File: src/rtl/lc3b_types.sv
// Shared LC-3b datapath types: word, opcode and byte-write mask, plus opcode
// classification helpers used by the MEM stage.
package lc3b_types;

   typedef logic [15:0] lc3b_word;
   typedef logic [1:0]  lc3b_mem_wmask;

   typedef enum logic [3:0] {
      op_br   = 4'b0000,
      op_add  = 4'b0001,
      op_ldb  = 4'b0010,
      op_stb  = 4'b0011,
      op_jsr  = 4'b0100,
      op_and  = 4'b0101,
      op_ldr  = 4'b0110,
      op_str  = 4'b0111,
      op_rti  = 4'b1000,
      op_not  = 4'b1001,
      op_ldi  = 4'b1010,
      op_sti  = 4'b1011,
      op_jmp  = 4'b1100,
      op_shf  = 4'b1101,
      op_lea  = 4'b1110,
      op_trap = 4'b1111
   } lc3b_opcode;

   function automatic logic is_mem_op(input lc3b_opcode op);
      return op inside {op_ldr, op_str, op_ldb, op_stb, op_ldi, op_sti};
   endfunction

   function automatic logic is_byte_op(input lc3b_opcode op);
      return op inside {op_ldb, op_stb};
   endfunction

endpackage

File: src/rtl/mem_stage_ctrl_if.sv
// Single-port data-memory request/response bus between the MEM stage
// controller (master) and the data memory (slave).
interface mem_stage_ctrl_if;
   import lc3b_types::*;

   logic          mem_read;
   logic          mem_write;
   lc3b_word      mem_address;
   lc3b_word      mem_wdata;
   lc3b_mem_wmask mem_byte_enable;
   logic          mem_resp;
   lc3b_word      mem_rdata;

   modport master (
      output mem_read, mem_write, mem_address, mem_wdata, mem_byte_enable,
      input  mem_resp, mem_rdata
   );

   modport slave (
      input  mem_read, mem_write, mem_address, mem_wdata, mem_byte_enable,
      output mem_resp, mem_rdata
   );
endinterface

File: src/rtl/mem_byte_lane.sv
// Byte-lane steering for LDB/STB: lane mask, replicated store byte and
// sign-extended load byte. Word accesses pass through with both lanes.
module mem_byte_lane
   import lc3b_types::*;
(
   input  logic          i_byte,
   input  logic          i_addr0,
   input  lc3b_word      i_wdata,
   input  lc3b_word      i_rdata,
   output lc3b_mem_wmask o_byte_enable,
   output lc3b_word      o_wdata,
   output lc3b_word      o_rdata
);

   logic [7:0] w_rbyte;

   assign w_rbyte       = i_addr0 ? i_rdata[15:8] : i_rdata[7:0];
   assign o_byte_enable = i_byte ? (i_addr0 ? 2'b10 : 2'b01) : 2'b11;
   assign o_wdata       = i_byte ? {i_wdata[7:0], i_wdata[7:0]} : i_wdata;
   assign o_rdata       = i_byte ? {{8{w_rbyte[7]}}, w_rbyte} : i_rdata;

endmodule

File: src/rtl/mem_stage_ctrl.sv
// MEM-stage data-memory sequencer: one instruction at a time, LDI/STI as two
// back-to-back accesses, Moore request outputs decoded from state and latches.
module mem_stage_ctrl
   import lc3b_types::*;
(
   input  logic               clk,
   input  logic               reset,
   input  logic               start,
   input  lc3b_opcode         opcode,
   input  lc3b_word           addr,
   input  lc3b_word           wdata,
   mem_stage_ctrl_if.master   mem,
   output lc3b_word           rdata_out,
   output logic               ready
);

   typedef enum logic [1:0] {
      S_IDLE,
      S_ACCESS,
      S_INDIRECT
   } state_e;

   state_e        r_state;
   lc3b_opcode    r_opcode;
   lc3b_word      r_addr;
   lc3b_word      r_wdata;
   lc3b_word      r_ptr;
   lc3b_word      r_rdata;

   logic          w_read;
   logic          w_write;
   lc3b_word      w_address;
   lc3b_word      w_wdata;
   lc3b_mem_wmask w_byte_enable;
   lc3b_mem_wmask w_lane_be;
   lc3b_word      w_lane_wdata;
   lc3b_word      w_rdata_ext;

   mem_byte_lane u_lane (
      .i_byte        (is_byte_op(r_opcode)),
      .i_addr0       (r_addr[0]),
      .i_wdata       (r_wdata),
      .i_rdata       (mem.mem_rdata),
      .o_byte_enable (w_lane_be),
      .o_wdata       (w_lane_wdata),
      .o_rdata       (w_rdata_ext)
   );

   // NOTE: state uses non-blocking assignments so every register samples
   // pre-edge values regardless of statement order.
   always_ff @(posedge clk) begin
      if (reset) begin
         r_state  <= S_IDLE;
         r_opcode <= op_br;
         r_addr   <= '0;
         r_wdata  <= '0;
         r_ptr    <= '0;
         r_rdata  <= '0;
      end else begin
         case (r_state)
            S_IDLE: begin
               if (start && is_mem_op(opcode)) begin
                  r_opcode <= opcode;
                  r_addr   <= addr;
                  r_wdata  <= wdata;
                  r_state  <= S_ACCESS;
               end
            end
            S_ACCESS: begin
               if (mem.mem_resp) begin
                  case (r_opcode)
                     op_ldi, op_sti: begin
                        r_ptr   <= {mem.mem_rdata[15:1], 1'b0};
                        r_state <= S_INDIRECT;
                     end
                     op_ldr: begin
                        r_rdata <= mem.mem_rdata;
                        r_state <= S_IDLE;
                     end
                     op_ldb: begin
                        r_rdata <= w_rdata_ext;
                        r_state <= S_IDLE;
                     end
                     default: r_state <= S_IDLE;
                  endcase
               end
            end
            S_INDIRECT: begin
               if (mem.mem_resp) begin
                  if (r_opcode == op_ldi) r_rdata <= mem.mem_rdata;
                  r_state <= S_IDLE;
               end
            end
            default: r_state <= S_IDLE;
         endcase
      end
   end

   // NOTE: every output gets a default first so no path leaves it unassigned
   // and no latch is inferred.
   always_comb begin
      w_read        = 1'b0;
      w_write       = 1'b0;
      w_address     = '0;
      w_wdata       = '0;
      w_byte_enable = '0;
      case (r_state)
         S_ACCESS: begin
            w_read        = r_opcode inside {op_ldr, op_ldb, op_ldi, op_sti};
            w_write       = r_opcode inside {op_str, op_stb};
            w_address     = is_byte_op(r_opcode) ? r_addr : {r_addr[15:1], 1'b0};
            w_byte_enable = w_lane_be;
            w_wdata       = w_write ? w_lane_wdata : '0;
         end
         S_INDIRECT: begin
            w_read        = (r_opcode == op_ldi);
            w_write       = (r_opcode == op_sti);
            w_address     = r_ptr;
            w_byte_enable = 2'b11;
            w_wdata       = w_write ? r_wdata : '0;
         end
         default: ;
      endcase
   end

   assign mem.mem_read        = w_read;
   assign mem.mem_write       = w_write;
   assign mem.mem_address     = w_address;
   assign mem.mem_wdata       = w_wdata;
   assign mem.mem_byte_enable = w_byte_enable;
   assign rdata_out           = r_rdata;
   assign ready               = (r_state == S_IDLE);

endmodule

File: src/flat_wrapper.sv
// flat-port wrapper written by rule: the top's interface ports become plain ports
module mem_stage_ctrl_flat import lc3b_types::*;
  (clk, reset, start, opcode, addr, wdata, rdata_out, ready, mem_mem_read, mem_mem_write, mem_mem_address, mem_mem_wdata, mem_mem_byte_enable, mem_mem_resp, mem_mem_rdata);
  mem_stage_ctrl_if mem_i ();
  input  logic clk;
  input  logic reset;
  input  logic start;
  input  lc3b_opcode opcode;
  input  lc3b_word addr;
  input  lc3b_word wdata;
  output lc3b_word rdata_out;
  output logic ready;
  output wire logic [$bits(mem_i.mem_read)-1:0] mem_mem_read;
  output wire logic [$bits(mem_i.mem_write)-1:0] mem_mem_write;
  output wire logic [$bits(mem_i.mem_address)-1:0] mem_mem_address;
  output wire logic [$bits(mem_i.mem_wdata)-1:0] mem_mem_wdata;
  output wire logic [$bits(mem_i.mem_byte_enable)-1:0] mem_mem_byte_enable;
  input wire logic [$bits(mem_i.mem_resp)-1:0] mem_mem_resp;
  input wire logic [$bits(mem_i.mem_rdata)-1:0] mem_mem_rdata;
  assign mem_mem_read = mem_i.mem_read;
  assign mem_mem_write = mem_i.mem_write;
  assign mem_mem_address = mem_i.mem_address;
  assign mem_mem_wdata = mem_i.mem_wdata;
  assign mem_mem_byte_enable = mem_i.mem_byte_enable;
  assign mem_i.mem_resp = mem_mem_resp;
  assign mem_i.mem_rdata = mem_mem_rdata;
  mem_stage_ctrl u_core (.clk(clk), .reset(reset), .start(start), .opcode(opcode), .addr(addr), .wdata(wdata), .mem(mem_i), .rdata_out(rdata_out), .ready(ready));
endmodule
File: config.mk
export PLATFORM = sky130hd
export DESIGN_NAME = mem_stage_ctrl_flat
export DESIGN_NICKNAME = d
export VERILOG_FILES = /design/src/rtl/lc3b_types.sv /design/src/rtl/mem_stage_ctrl_if.sv /design/src/rtl/mem_byte_lane.sv /design/src/rtl/mem_stage_ctrl.sv /design/src/flat_wrapper.sv
export SDC_FILE = /design/constraint.sdc
export NUM_CORES = 1
export LEC_CHECK = 0
export CORE_MARGIN = 5
export CORE_UTILIZATION = 46
export CTS_BUF_LIST = sky130_fd_sc_hd__clkbuf_4 sky130_fd_sc_hd__clkbuf_8 sky130_fd_sc_hd__clkbuf_16
export DETAILED_ROUTE_END_ITERATION = 8
export MAX_ROUTING_LAYER = met4
export PLACE_DENSITY = 0.78
export SYNTH_ARGS = -nofsm -noshare
export SYNTH_HDL_FRONTEND = slang
export SYNTH_SLANG_ARGS = --single-unit
File: constraint.sdc
create_clock -name clk -period 2.2 [get_ports clk]
set_input_delay 0.44 -clock clk [delete_from_list [all_inputs] [get_ports clk]]
set_output_delay 0.44 -clock clk [all_outputs]
set_load 0.02 [all_outputs]
==> out/results.ini, run 1 <==
[clock_network]
cts_made_buffers = 9
clock-sinks = 69
clk_path_buf_depth = 2
cts_tree = yes
clock_latency_ns = 0.34
path_clk_slew_ns = 0.08
cts.htree.levels = 3
clock-root-buffer = clkbuf_8

[sta]
fmax_mhz = 460
rsz0062_at_grt = true
hold_ws_ns = 0.462
min_period_over_period_pct = 98.7
setup_viol = 0
finalCriticalPeriod_ns = 2.17
slew_headroom_pct = 70.7
finalClockSkew_ns = 0.00698
finalHoldViolations = 0
worst_pin_slew_ns = 0.438
final-max-slew-violation-count = 0

[logic_synthesis]
syn_area_um2 = 3230
synth.largest_area_cell = dfxtp_1
synth_seq_cells = 69
netlist_top_cells_area = dfxtp_1 43%, nand2_1 9.9%, mux2i_1 7.1%
syn_inst = 385
yosys_warnings = 0
syn_area_per_cell_um2 = 8.38
yosysSeqAreaShare_pct = 42.8
yosysTopAreaCellShare_pct = 42.8
synth_nets = 444
ys_types = 38

[setup_path]
worst-path-max-fanout = 9
worst_setup_path_start_kind = flop
crit_arrival_ns = 1.73
critPathRequiredTime_ns = 1.76
crit_type = reg2out
crit_path_end_kind = output port

[die]
die-height_um = 93.8
die_width_um = 93.8
fp.coreArea_um2 = 6790
num_rows = 30
die_area_um2 = 8790
start_util_pct = 47.5
io_pins = 109

[detailed_routing]
drtAntennaViolNets = 0
vias = 3191
via_per_inst = 5.25
wl_per_cell_um = 15.8
dr.pass1.iters = 4
drtIter0Drc = 184
drc = 0
wirelength_um = 9590

[layout]
syn_to_final_growth_pct = 48.3
stdcell_count = 608
fin_area_um2 = 4780
diodes = 0
fin_util_pct = 70.4
num-nets-final = 566
drive_above_1_share_pct = 23.2

[worst_hold_path]
hp-class = reg2reg

[global_routing]
grt_pass1_vias = 3107
grt_remaining_overflow = 0
use_met3_pct = 4.81
grt_max_degree = 57
use_met2_pct = 35.2
grtUsageMet1_pct = 27.9
grt_first_pass_wirelength_um = 15000
grt_usage_pct = 22.1
gr-max-usage-layer = met2
grt_antenna_before_repair = 0

[place]
place.gp.congestion = 0.852
io_buffers = 108
placed_cells = 590
dpl.hpwl_um = 6740
place_area_um2 = 4590

[power_and_ir_drop]
clock_power_share_pct = 40.7
power.density_nw_per_um2 = 587
ir_worst_vdd_mv = 0.414
swShare_pct = 24.2
combPwrFrac_pct = 12.9
power_switching_mw = 0.681
internal-power_mw = 2.13
p_leak_nw = 1.90
seqPwrFrac_pct = 46.5

[flow_run]
maxCapViolations = 0

[outcome]
outcome = complete, no violations

[synth_stat cells (all sizes together)]
master    n
nor3b     1
and4      1
o31a      1
nand3b    2
nor2     36
a31oi     1
a21oi    39
mux2i    23
or3b      1
inv       3
o21ai     2
o21bai    1
a21o      1
a22oi    23
buf       7
nand4     1
nor3      1
nand4bb   1
or3       1
and2      8
and3      2
nand3     1
nor2b    24
nand2b    2
o21a      3
dfxtp    69
ha        3
nor4bb    1
or4       1
o2111ai   1
clkbuf   22
a211oi   17
nand2    85
[through the flow]
| step | setup slack, ns | total power, mW | TNS [ns] |
|---|---|---|---|
| 2_1_floorplan | 0.0135 | 1.48 | 0 |
| 3_3_place_gp | -0.0208 | 1.68 | -0.211 |
| 3_5_place_dp | -0.113 | 1.68 | -1.01 |
| 4_1_cts | -0.0209 | 2.82 | -0.0209 |
| 5_1_grt | -0.0850 | 2.92 | -1.12 |
| 6_report | 0.0282 | 2.81 | 0 |
[cells in the final DEF (no fill, tap or decap), drive strengths merged, types with 3 or more instances in the layout]
cell type      instances
a21oi                 39
clkdlybuf4s50         71
a22oi                 23
mux2i                 23
a211oi                17
nor2                  36
inv                    4
dfxtp                 69
ha                     3
nor2b                 24
o21a                   3
nand2                 85
clkbuf                11
buf                   67
and2                   8
[layout make-up]
cell class	count	area, µm²
fill	572	2010
tap	96	120
sequential	69	1390
clock inverter	6	86.3
multi-input combinational	284	1760
clock buffer	10	131
inverter	3	11.3
timing repair buffer	140	1290
[worst paths after layout]
path,startpoint,to,depth (start not counted),slack (ns)
setup / recovery,u_core.r_state[1],mem_mem_wdata[2],7,0.03
hold / removal,u_core.r_addr[6],u_core.r_addr[6],2,0.46
setup reg to reg,u_core.r_state[0],u_core.rdata_out[0],8,0.14
hold reg to reg,u_core.r_addr[6],u_core.r_addr[6],2,0.46
[logic make-up after synthesis]
logic type | count (synthesis) | synth area share [%]
flip-flops | 69 | 42.8
AND/OR/NAND/NOR | 169 | 24.2
AO/OA/AOI/OAI | 89 | 20.0
buffers and inverters | 32 | 4.73
multiplexers | 23 | 7.13
adder cells (fa/ha/maj) | 3 | 1.16
[worst max-delay path: stages (launching register included)]
cell and delay [ns]:
dfxtp_4 0.37, inv_2 0.05, ha_1 0.30, nand3_1 0.12, a21oi_2 0.15, buf_6 0.14
and2_1 0.12, buf_4 0.13
[flip-flops by register name, summed over array words and instances, names as in the netlist]
name	count
u_core.r_addr	16
u_core.r_wdata	16
u_core.r_ptr	15
u_core.rdata_out	16
u_core.r_state	2
u_core.r_opcode	4
[power by group through the flow]
stage          Combinational [mW]  Clock [mW]  Sequential, mW
6_report                    0.362        1.14            1.31
5_1_grt                     0.392        1.22            1.31
4_1_cts                     0.357        1.16            1.30
3_5_place_dp                0.351           0            1.33
3_3_place_gp                0.346           0            1.33
2_1_floorplan               0.151           0            1.33
[layer usage]
layer	up-vias	routed length, µm
li1	1558	-
met1	1502	4200
met2	115	4520
met3	16	685
met4	0	187
met5	-	0
[repair_timing]
item,CTS,global route
endpoints found under the hold margin,0,0
endpoints found under the setup margin,36,32
pin swaps,1,5
setup buffers,1,1
hold buffers,0,0
resized for setup,153,34
Note: power is estimated with default switching activity, not from simulation.
==> run 2: changes to the inputs <==
--- a/config.mk
+++ b/config.mk
@@ -6,11 +6,11 @@
 export NUM_CORES = 1
 export LEC_CHECK = 0
 export CORE_MARGIN = 5
-export CORE_UTILIZATION = 46
+export CORE_UTILIZATION = 41
 export CTS_BUF_LIST = sky130_fd_sc_hd__clkbuf_4 sky130_fd_sc_hd__clkbuf_8 sky130_fd_sc_hd__clkbuf_16
 export DETAILED_ROUTE_END_ITERATION = 8
 export MAX_ROUTING_LAYER = met4
-export PLACE_DENSITY = 0.78
+export PLACE_DENSITY = 0.73
 export SYNTH_ARGS = -nofsm -noshare
 export SYNTH_HDL_FRONTEND = slang
 export SYNTH_SLANG_ARGS = --single-unit
==> constraint.sdc (replaced) <==
create_clock -name clk -period 1.9 [get_ports clk]
set_input_delay 0.38 -clock clk [delete_from_list [all_inputs] [get_ports clk]]
set_output_delay 0.38 -clock clk [all_outputs]
set_load 0.02 [all_outputs]
==> run 2 against run 1 <==
The run now ends with negative setup slack left; total power up 11%; global-route usage up 0.12 points; sequential power increased by 16%; non-clock buffer count up 25; clock power shrank 4%.
==> out/results.ini, run 2 (synthesized netlist as in run 1, its figures left out) <==
[die]
io_pins = 109  ; unchanged
num_rows = 32  ; was 30
die_width_um = 98.7  ; was 93.8 µm
fp.coreArea_um2 = 7690  ; was 6790 µm²
start_util_pct = 42.0  ; was 47.5%
die-height_um = 98.7  ; was 93.8 µm
die_area_um2 = 9740  ; was 8790 µm²

[sta]
fmax_mhz = 449
finalClockSkew_ns = 0.0119  ; was 0.00698 ns
finalWorstSetupSlack_ns = -0.328  ; was 0.0282 ns
final-max-slew-violation-count = 0  ; unchanged
min_period_over_period_pct = 117
worst_pin_slew_ns = 0.465  ; was 0.438 ns
setup_viol = 52  ; was 0
slew_headroom_pct = 69.0  ; was 70.7%
finalCriticalPeriod_ns = 2.23
rsz0062_at_grt = true  ; unchanged
finalHoldViolations = 0  ; unchanged

[detailed_routing]
drc = 0  ; unchanged
dr.pass1.iters = 4  ; unchanged
wirelength_um = 11600  ; was 9590 µm
drtIter0Drc = 175  ; was 184
wl_per_cell_um = 18.1  ; was 15.8 µm
via_per_inst = 5.33  ; was 5.25
drtAntennaViolNets = 0  ; unchanged
vias = 3412  ; was 3191

[power_and_ir_drop]
power_switching_mw = 0.852  ; was 0.681 mW
swShare_pct = 27.2  ; was 24.2%
ir_worst_vdd_mv = 0.371  ; was 0.414 mV
internal-power_mw = 2.28  ; was 2.13 mW
power_mw = 3.13  ; was 2.81 mW
combPwrFrac_pct = 16.7  ; was 12.9%
power.density_nw_per_um2 = 552  ; was 587 nW/µm²
clock_power_share_pct = 34.8  ; was 40.7%
seqPwrFrac_pct = 48.5  ; was 46.5%
p_leak_nw = 2.14  ; was 1.90 nW

[layout]
syn_to_final_growth_pct = 75.7  ; was 48.3%
drive_above_1_share_pct = 38.5  ; was 23.2%
seq_area_um2 = 1400  ; was 1390 µm²
fill_cells = 527  ; was 572
diodes = 0  ; unchanged
multi_input_area_um2 = 2130  ; was 1760 µm²
stdcell_count = 640  ; was 608
final_common_cell = nand2_1  ; unchanged
num-nets-final = 592  ; was 566
final_cell_mix = 85 x nand2_1, 70 x clkdlybuf4s50_1, 64 x dfxtp_1  ; was 85 x nand2_1, 71 x clkdlybuf4s50_1, 67 x dfxtp_1

[setup_path]
critPathRequiredTime_ns = 1.52  ; was 1.76 ns
rr_endpoint = u_core.rdata_out[13]  ; was u_core.rdata_out[0]
crit_path_end_kind = output port  ; unchanged
worst_setup_path_start_kind = flop  ; unchanged
reg2reg_from = u_core.r_state[1]  ; was u_core.r_state[0]
reg2reg_slack_ns = -0.23  ; was 0.14 ns
crit_arrival_ns = 1.85  ; was 1.73 ns
reg2reg_depth = 10  ; was 8
worst-path-max-fanout = 5  ; was 9
crit_type = reg2out  ; unchanged

[place]
place.gp.congestion = 0.871  ; was 0.852
dpl.hpwl_um = 7110  ; was 6740 µm
place_ws_ns = -0.457  ; was -0.113 ns
io_buffers = 108  ; unchanged
placed_cells = 597  ; was 590

[clock_network]
clock_latency_ns = 0.36  ; was 0.34 ns
cts_made_buffers = 9  ; unchanged
cts_tree = yes  ; unchanged
clk_path_buf_depth = 2  ; unchanged
clock-sinks = 69  ; unchanged
clock-root-buffer = clkbuf_8  ; unchanged
cts.htree.levels = 3  ; unchanged
path_clk_slew_ns = 0.07  ; was 0.08 ns

[global_routing]
grt_antenna_before_repair = 0  ; unchanged
grt_max_degree = 36  ; was 57
grt_pass1_vias = 3390  ; was 3107
grt_remaining_overflow = 0  ; unchanged
grt_first_pass_wirelength_um = 17000  ; was 15000 µm
grt_usage_pct = 22.2  ; was 22.1%

[worst_hold_path]
hp-class = reg2reg  ; unchanged
whs_endpoint = u_core.r_wdata[11]  ; was u_core.r_addr[6]
whs_path_depth = 2  ; unchanged
min_from = u_core.r_wdata[11]  ; was u_core.r_addr[6]

[outcome]
violations = negative setup slack
outcome = complete, but fails checks  ; was complete, no violations

[flow_run]
maxCapViolations = 0  ; unchanged

[run 2: cell types whose count changed in the layout (fill, tap and decap cells not counted), sizes merged]
| cell | before | now |
|---|---|---|
| dlygate4sd2 | 0 | 1 |
| clkinvlp | 1 | 2 |
| buf | 67 | 91 |
| inv | 4 | 3 |
| clkbuf | 11 | 13 |
| a21oi | 39 | 40 |
| bufinv | 2 | 0 |
| clkinv | 2 | 4 |
| clkdlybuf4s50 | 71 | 70 |
| clkdlybuf4s15 | 1 | 0 |
[run 2: how the worst max path moves through the flow]
stage               slack [ns]                 to         startpoint  cells after the start
finish                   -0.33  mem_mem_wdata[11]  u_core.r_state[0]                      8
global route             -0.40  mem_mem_wdata[12]  u_core.r_state[0]                      8
CTS                      -0.26  mem_mem_wdata[11]  u_core.r_state[0]                      8
detailed placement       -0.46   mem_mem_wdata[2]  u_core.r_state[0]                      7
global placement         -0.34  mem_mem_wdata[10]  u_core.r_state[0]                      7
floorplan                0.001   mem_mem_wdata[0]  u_core.r_state[1]                      6
[run 2: critical path, cell delays in order (launching register included)]
cell,delay (ns)
dfxtp_4,0.36
inv_4,0.07
ha_4,0.13
nand3b_1,0.20
a21oi_4,0.29
buf_6,0.14
a22oi_1,0.06
nor2b_2,0.13
buf_6,0.12
[run 2: area by class of cell]
cell class	count	area share, %
tap	102	2.25
clock inverter	6	0.684
timing repair buffer	165	32.1
multi-input combinational	285	37.6
sequential	69	24.6
clock buffer	10	2.43
inverter	3	0.287
[run 2: routing by layer]
layer	GRT usage, %	share of wire (%)
met2	37.3	53
met4	7.25	2.6
met3	4.74	5.0
met1	26.6	39
met5	-	0
[run 2: stage by stage]
stage	hold slack [ns]	setup TNS, ns	utilization (%)	area (µm²)
after floorplan	0.436	0	-	3300
after global placement	0.442	-10.77	60.9	4680
after detailed placement	0.448	-13.87	60.9	4680
after CTS	0.459	-7.24	66.2	5090
after global routing	0.492	-15.34	73.8	5670
final	0.463	-11.71	73.8	5670
[run 2: power by group through the flow]
stage / combinational (mW) / clock [mW] / sequential (mW)
global route: 0.559 / 1.16 / 1.52
global placement: 0.401 / 0 / 1.54
finish: 0.523 / 1.09 / 1.52
CTS: 0.438 / 1.08 / 1.51
detailed placement: 0.408 / 0 / 1.55
floorplan: 0.178 / 0 / 1.54
[run 2: timing repair]
action	in CTS	in global routing
resized for setup	216	124
endpoints found under the setup margin	53	52
setup buffers	7	16
gates cloned	2	3
hold buffers	0	0
pin swaps	10	27
